File: src/rtl/mmio_button_ctrl_pkg.sv
// mmio_button_ctrl_pkg
// Shared constants for the memory-mapped push-button peripheral:
//   BUS_W              processor data bus width
//   DEFAULT_BASE_ADDR  default word address of register offset 0
//   OFF_*              register offsets inside the 4-word window
package mmio_button_ctrl_pkg;

  localparam int BUS_W             = 32;
  localparam int DEFAULT_BASE_ADDR = 1000;

  localparam logic [1:0] OFF_STATUS = 2'd0;
  localparam logic [1:0] OFF_EVENT  = 2'd1;
  localparam logic [1:0] OFF_MASK   = 2'd2;
  localparam logic [1:0] OFF_RSVD   = 2'd3;

endpackage

File: src/rtl/mmio_button_ctrl_btn_debounce.sv
// mmio_button_ctrl_btn_debounce
// One button channel: 2-flop synchroniser, stability counter, debounced
// level and a one-cycle rise indication.
// Ports:
//   clock   system clock
//   reset   synchronous, active-high; clears every flop
//   btn     raw asynchronous button level (1 = pressed)
//   stable  debounced level
//   rise    high in the cycle whose closing edge takes stable 0->1
module mmio_button_ctrl_btn_debounce #(
  parameter int DEBOUNCE_CYCLES = 16
) (
  input  logic clock,
  input  logic reset,
  input  logic btn,
  output logic stable,
  output logic rise
);

  localparam int CNT_W = (DEBOUNCE_CYCLES > 2) ? $clog2(DEBOUNCE_CYCLES) : 1;
  localparam logic [CNT_W-1:0] CNT_MAX = CNT_W'(DEBOUNCE_CYCLES - 1);

  logic             sync_p0;
  logic             sync_p1;
  logic [CNT_W-1:0] cnt;
  logic             accept;

  // The counter restarts on any agreement, so only an uninterrupted run of
  // DEBOUNCE_CYCLES disagreeing samples moves the debounced level.
  assign accept = (sync_p1 != stable) && (cnt == CNT_MAX);
  assign rise   = accept && sync_p1;

  always_ff @(posedge clock) begin
    if (reset) begin
      sync_p0 <= 1'b0;
      sync_p1 <= 1'b0;
      stable  <= 1'b0;
      cnt     <= '0;
    end else begin
      // synchroniser stage boundary
      sync_p0 <= btn;
      sync_p1 <= sync_p0;
      // debounce stage boundary
      if (sync_p1 == stable) begin
        cnt <= '0;
      end else if (accept) begin
        stable <= sync_p1;
        cnt    <= '0;
      end else begin
        cnt <= cnt + 1'b1;
      end
    end
  end

endmodule

File: src/rtl/mmio_button_ctrl.sv
// mmio_button_ctrl
// Multi-channel push-button peripheral on the data-memory bus.
// Register window (word addresses BASE_ADDR..BASE_ADDR+3):
//   +0 STATUS  RO   debounced levels
//   +1 EVENT   W1C  sticky press events
//   +2 MASK    RW   interrupt enables
//   +3 reserved, reads 0
// Ports:
//   clock, reset          clock and synchronous active-high reset
//   btn_in[NUM_BTN]       raw button levels
//   address_dmem, data,   processor data-memory bus (word address,
//   wren                  write data, write enable)
//   q_io                  registered read data, valid one cycle after address
//   io_sel                registered window hit; wrapper muxes q_io over RAM
//   irq                   registered OR of EVENT & MASK
// Build option: define MMIO_BTN_READ_CLEAR_EN so that reading EVENT also
// clears the bits returned by that read.
module mmio_button_ctrl
  import mmio_button_ctrl_pkg::*;
#(
  parameter int NUM_BTN         = 4,
  parameter int DEBOUNCE_CYCLES = 16,
  parameter int BASE_ADDR       = DEFAULT_BASE_ADDR
) (
  input  logic               clock,
  input  logic               reset,
  input  logic [NUM_BTN-1:0] btn_in,
  input  logic [BUS_W-1:0]   address_dmem,
  input  logic [BUS_W-1:0]   data,
  input  logic               wren,
  output logic [BUS_W-1:0]   q_io,
  output logic               io_sel,
  output logic               irq
);

  logic [NUM_BTN-1:0] stable_vec;
  logic [NUM_BTN-1:0] rise_vec;
  logic [NUM_BTN-1:0] event_q;
  logic [NUM_BTN-1:0] mask_q;
  logic [NUM_BTN-1:0] event_next;
  logic [NUM_BTN-1:0] mask_next;
  logic [NUM_BTN-1:0] w1c_clr;
  logic [NUM_BTN-1:0] rd_clr;
  logic [NUM_BTN-1:0] wr_bits;
  logic [BUS_W-1:0]   offset_full;
  logic [1:0]         offset;
  logic               hit;
  logic [BUS_W-1:0]   rd_data;

  for (genvar i = 0; i < NUM_BTN; i++) begin : g_btn
    mmio_button_ctrl_btn_debounce #(
      .DEBOUNCE_CYCLES(DEBOUNCE_CYCLES)
    ) u_deb (
      .clock (clock),
      .reset (reset),
      .btn   (btn_in[i]),
      .stable(stable_vec[i]),
      .rise  (rise_vec[i])
    );
  end

  // Unsigned subtraction wraps addresses below the base to huge values, so a
  // single "upper bits zero" test covers both window bounds.
  assign offset_full = address_dmem - BUS_W'(BASE_ADDR);
  assign hit         = (offset_full[BUS_W-1:2] == '0);
  assign offset      = offset_full[1:0];
  assign wr_bits     = NUM_BTN'(data);

  assign w1c_clr = (wren && hit && offset == OFF_EVENT) ? wr_bits : '0;

`ifdef MMIO_BTN_READ_CLEAR_EN
  assign rd_clr = (hit && !wren && offset == OFF_EVENT) ? event_q : '0;
`else
  assign rd_clr = '0;
`endif

  // New events are OR-ed in last so a same-edge clear never loses a press.
  assign event_next = (event_q & ~w1c_clr & ~rd_clr) | rise_vec;
  assign mask_next  = (wren && hit && offset == OFF_MASK) ? wr_bits : mask_q;

  always_comb begin
    rd_data = '0;
    case (offset)
      OFF_STATUS: rd_data = BUS_W'(stable_vec);
      OFF_EVENT:  rd_data = BUS_W'(event_q);
      OFF_MASK:   rd_data = BUS_W'(mask_q);
      default:    rd_data = '0;
    endcase
  end

  always_ff @(posedge clock) begin
    if (reset) begin
      event_q <= '0;
      mask_q  <= '0;
      q_io    <= '0;
      io_sel  <= 1'b0;
      irq     <= 1'b0;
    end else begin
      // register / read-port stage boundary
      event_q <= event_next;
      mask_q  <= mask_next;
      q_io    <= hit ? rd_data : '0;
      io_sel  <= hit;
      irq     <= |(event_next & mask_next);
    end
  end

endmodule

File: config.mk
export PLATFORM = sky130hd
export DESIGN_NAME = mmio_button_ctrl
export DESIGN_NICKNAME = d
export VERILOG_FILES = /design/src/rtl/mmio_button_ctrl_pkg.sv /design/src/rtl/mmio_button_ctrl_btn_debounce.sv /design/src/rtl/mmio_button_ctrl.sv
export SDC_FILE = /design/constraint.sdc
export NUM_CORES = 1
export LEC_CHECK = 0
export CAP_MARGIN = 5
export CORE_ASPECT_RATIO = 1.5
export CORE_UTILIZATION = 41
export CTS_CLUSTER_SIZE = 40
export DETAILED_ROUTE_END_ITERATION = 7
export GPL_ROUTABILITY_DRIVEN = 0
export HOLD_SLACK_MARGIN = 0.06
export PLACE_DENSITY = 0.78
export REMOVE_ABC_BUFFERS = 1
export SLEW_MARGIN = 25
export SYNTH_ARGS = -nofsm -noshare
export SYNTH_HDL_FRONTEND = slang
export SYNTH_SLANG_ARGS = --single-unit
File: constraint.sdc
create_clock -name clock -period 2.6 [get_ports clock]
set_input_delay 0.26 -clock clock [delete_from_list [all_inputs] [get_ports clock]]
set_output_delay 0.26 -clock clock [all_outputs]
set_load 0.05 [all_outputs]
* Word-level counts from Yosys, hierarchy flattened
Cells that the tools add are included.
** Storage, ports and cells
- Flip-flop bits (word level) :: 70
- Input port bits :: 71
- Output and inout port bits :: 34
- Logic and storage cells :: 75
** Cells by class
- Add/subtract/negate cells :: 5
- Equal/unequal tests :: 14
- Muxes and demuxes :: 3
- Bitwise gates (word level) :: 9
- Reductions and logical operators :: 23
** Operator list (number)
- 32-bit by 10-bit subtractor with 32-bit output (second input constant) :: 1
- 30-bit logical NOT :: 1
- 4-bit by 1-bit adder with 4-bit output (second input constant) :: 4
- 4-bit equality test (second input constant) :: 4
- 4-bit one-hot mux with 3 select lines :: 1
- 3-bit OR reduction :: 4
- 1-bit logical AND :: 11
- 4-bit AND :: 2
- 4-bit 2-to-1 mux :: 2
- 2-bit AND reduction :: 4
- 1-bit NOT :: 5
- 1-bit equality test :: 4
- 1-bit inequality test :: 4
- 4-bit NOT :: 1
- 4-bit OR :: 1
- 4-bit OR reduction :: 1
- 2-bit by 1-bit equality test with 1-bit output (second input constant) :: 1
- 2-bit equality test (second input constant) :: 1
- 2-bit logical NOT :: 1
- 2-bit OR reduction :: 1

* Logic depth before layout (Yosys ltp)
- Depth in word-level cells :: 10
- Mapped depth :: 9
- Gate-level depth less buffers :: 9

* Hierarchy
From an unflattened synthesis, not the netlist that was laid out.
** Unflattened totals
- Cell total of the unflattened synthesis :: 251
- Area, all modules :: 2307.2 µm²
** By module, submodules not included
- mmio_button_ctrl :: times used 1, cells each 155, area an instance 1286.2 µm², sequential area each 280.3 µm²
- mmio_button_ctrl_btn_debounce :: times used 4, cells each 24, area an instance 255.2 µm², sequential area each 140.1 µm²

* Worst setup path after synthesis
No wires, ideal clock.
- Path type :: in2reg
- From :: in address_dmem[5]
- To :: reg irq
- Arrival time :: 2201 ps
- Setup slack :: 263 ps
- Stages :: 7
- Path buffers :: 0
- Cell sequence :: or4_1 -> nor4_2 -> o211ai_2 -> or4_4 -> o31a_1 -> o221ai_1 -> o2111ai_1
** On the way
- Word-level cells in the longest chain between the ends :: 10
- Elaborated cells between the ends (all ways) :: 12
** Ends and longest elaborated chain
- start, declared :: line mmio_button_ctrl.sv:28 : input logic [BUS_W-1:0] address_dmem,
- 32-bit by 10-bit subtractor with 32-bit output * :: line mmio_button_ctrl.sv:64 : assign offset_full = address_dmem - BUS_W'(BASE_ADDR);
- 30-bit logical NOT * :: line mmio_button_ctrl.sv:65 : assign hit = (offset_full[BUS_W-1:2] == '0);
- 1-bit logical AND * :: line mmio_button_ctrl.sv:69, mmio_button_ctrl.sv:79
- 1-bit logical AND :: line mmio_button_ctrl.sv:69 : assign w1c_clr = (wren && hit && offset == OFF_EVENT) ? wr_bits : '0;
- 4-bit 2-to-1 mux :: line mmio_button_ctrl.sv:69
- 4-bit NOT :: line mmio_button_ctrl.sv:78 : assign event_next = (event_q & ~w1c_clr & ~rd_clr) | rise_vec;
- 4-bit AND :: line mmio_button_ctrl.sv:78
- 4-bit OR :: line mmio_button_ctrl.sv:78
- 4-bit AND * :: line mmio_button_ctrl.sv:104 : irq <= |(event_next & mask_next);
- 4-bit OR reduction * :: line mmio_button_ctrl.sv:104
- end signal, assigned :: line mmio_button_ctrl.sv:104
- end, declared :: line mmio_button_ctrl.sv:33 : output logic irq
Every way passes the cells marked *; elsewhere a longest branch is shown, timed or not.
A chain may end at the register's enable or synchronous reset.

* Final worst setup path
- From :: in address_dmem[9]
- To :: reg mask_q[1]
** On the way
- Word-level cells in the longest chain between the ends :: 5
** Ends and longest elaborated chain
- 32-bit by 10-bit subtractor with 32-bit output :: line mmio_button_ctrl.sv:64
- 30-bit logical NOT :: line mmio_button_ctrl.sv:65
- 1-bit logical AND (2 in a row) :: line mmio_button_ctrl.sv:79 : assign mask_next = (wren && hit && offset == OFF_MASK) ? wr_bits : mask_q;
- 4-bit 2-to-1 mux :: line mmio_button_ctrl.sv:79
- end signal, assigned :: line mmio_button_ctrl.sv:101 : mask_q <= mask_next;
- end, declared :: line mmio_button_ctrl.sv:39 : logic [NUM_BTN-1:0] mask_q;
Every way passes these cells.

==> impl_metrics.ini <==
[timing]
hold_viol = 0
rsz0062_at_grt = false
setup_ws_ns = 0.0700
fmax_mhz = 395
slew_headroom_pct = 65.7
fin_skew_ns = 0.00531
fin_crit_sh_pct = 97.3
drv_slew = 0
setup_tns_ns = 0
period_minus_slack_ns = 2.53
setup_viol = 0
max_slew.worst_pin.slew_ns = 0.513

[floorplan]
row_count = 32
fp.dieArea_um2 = 5780
start_util_pct = 43.1
die_x_um = 62.4
ios = 105
core_area_um2 = 5200
chipHeight_um = 92.6

[global_route]
antenna_found_initial = 0
globalRouteOverflowTotal = 0
grt_max_degree = 25
track_usage_pct = 19.2
grt_pass1_vias = 2038
grt_pass1_wl_mm = 8.70

[synth]
synthTopCellsByArea = dfxtp_1, buf_4, nor2_1, mux2i_1, xnor2_1
ys_seq_area_share_pct = 37.5
ys_ff_latch = 42
yosysWarningCount = 0
synth_mux_area_share_pct = 4.02
synth_top_family_by_area = simple AND/OR/NAND/NOR gates
synth-compound-area-share_pct = 12.7
avgSynthCellArea_um2 = 8.94
synth.cell_area_um2 = 2240
synth_common_cells = dfxtp_1, nor2_1, buf_4, inv_1, nand3_1
yosysMostFrequentCell = dfxtp_1
synth_ff_type = dfxtp_1
ys_types = 43
synth_edf_count = 0
synth-async-reset-ratio_pct = 0
synth_top_area_share_pct = 37.5
synth_area_leader_cell = dfxtp_1
syn_inst = 251
yosys.area_share.simple_pct = 25.7
synth_fa_ha_area_share_pct = 2.79
synth-xor-area-share_pct = 4.68

[place]
hpwl_mm = 3.95
dpl_worst_slack_ns = -0.387
port_buffers = 48
placedCellCount = 393

[detailed_routing]
initialDrtViolationCount = 32
wl_per_cell_um = 13.2
vias = 2090
postRouteAntennaNets = 0
drc = 0
vias_per_cell = 5.16
dr.pass1.iters = 4
wirelength_mm = 5.34

[power_and_ir_drop]
ir_worst_vdd_v = 0.000453
design_power_total_mw = 1.38
p_per_area_nw_per_um2 = 435
p_leak_nw = 1.34

[clocking]
cts_tree = built
clk_pin_slew_worst_paths_ns = 0.07
cts.sinks = 42
cts_made_buffers = 5
clk_latency_ns = 0.29
holdBufCountCts = 0
clock_tree.root_cell = clkbuf_8
clk_path_buf_depth = 2
ctsHtreeMaxLevel = 2

[setup_path]
critPathLaunchType = primary input
arrival_ns = 2.72
path_class = in2reg
endpoint_kind = register
crit_fanout = 4
cp.required_ns = 2.79

[min_path]
hold_path.class = reg2reg

[layout]
finalNonFillerCells = 405
final_layout_size_suffix_gt1_share_pct = 20.8
area_growth_pct = 42.0
nets = 412
antennaDiodeCount = 0

[status]
status = completed

[run]
drv_cap = 0
-- critical path, cell delays in order --
cell and delay, ns:
clkdlybuf4s50_1 0.50, nand3_1 0.14, a2111oi_2 0.37, buf_4 0.18
o2111ai_2 0.16, or4_4 0.47, o31a_1 0.32, buf_4 0.14
o21a_1 0.17
-- cells by family (layout without fill, tap and decap cells) --
kind of cell	after synthesis	in the layout
and+or+nand+nor	103	103
other	1	28
AOI/OAI and AO/OA	36	36
adders and majority gates	5	5
buffers and inverters	43	102
xor gates and xnor gates	12	12
muxes	9	9
DFF	42	42
-- placed cells by master (no fill, tap or decap), types with 3 or more instances in the layout --
cell type	instances
a21oi_1	5
and3_1	4
and4_2	3
buf_4	36
clkbuf_8	8
clkdlybuf4s50_1	39
conb_1	28
dfxtp_1	42
dlymetal6s2s_1	7
ha_1	5
inv_1	10
mux2i_1	9
nand2_1	6
nand3_1	10
nor2_1	35
nor2b_1	8
nor3_1	5
nor3_2	3
nor3b_1	4
nor4_1	6
nor4_2	3
o211ai_1	3
o21a_1	4
o221ai_2	3
o31a_1	5
o31ai_1	4
or4_1	3
xnor2_1	8
xor2_1	4
-- registers in the layout, summed over array words and instances (netlist names) --
name,count
g_btn.u_deb.cnt,16
event_q,4
g_btn.u_deb.stable,4
g_btn.u_deb.sync_p0,4
g_btn.u_deb.sync_p1,4
mask_q,4
q_io,4
io_sel,1
irq,1
-- final cells by class --
class / count / area [um2]
fill: 460 / 2020
multi-input combinational: 193 / 1350
sequential: 42 / 841
timing repair buffer: 84 / 766
clock buffer: 8 / 110
tap: 68 / 85.1
inverter: 10 / 37.5
-- per-layer routing --
layer	global-route usage, %	wire (um)
met1	19.5	2030
met2	34.6	2720
met3	3.45	265
met4	14.9	321
met5	0	0
-- per-stage QoR --
| step | hold WS (ns) | util [%] | cell area (um2) |
|---|---|---|---|
| after floorplan | 0.332 | - | 2100 |
| after global placement | 0.416 | 55.9 | 2910 |
| after detailed placement | 0.426 | 55.9 | 2910 |
| after CTS | 0.444 | 59.4 | 3090 |
| after global routing | 0.455 | 61.2 | 3190 |
| final | 0.439 | 61.2 | 3190 |
-- power breakdown --
part | internal, mW | leakage, nW | switching (mW)
Sequential | 0.651 | 0.340 | 0.00394
Combinational | 0.100 | 0.938 | 0.159
Clock | 0.268 | 0.0575 | 0.203
-- worst paths after layout --
kind	endpoint	cells after the start	slack, ns	startpoint
setup / recovery	mask_q[1]$_SDFF_PP0_	9	0.07	address_dmem[9]
hold / removal	g_btn[0].u_deb.sync_p1$_SDFF_PP0_	1	0.44	g_btn[0].u_deb.sync_p0$_SDFF_PP0_
setup reg to reg	irq$_SDFF_PP0_	5	1.18	g_btn[0].u_deb.cnt[0]$_SDFF_PP0_
hold reg to reg	g_btn[0].u_deb.sync_p1$_SDFF_PP0_	1	0.44	g_btn[0].u_deb.sync_p0$_SDFF_PP0_
-- timing repair --
action	CTS	global route
setup buffers	3	1
gates resized for setup	10	19
gates cloned	0	0
endpoints found under the setup margin	3	10
pin swaps	9	8
Note: power is estimated with default switching activity, not from simulation.
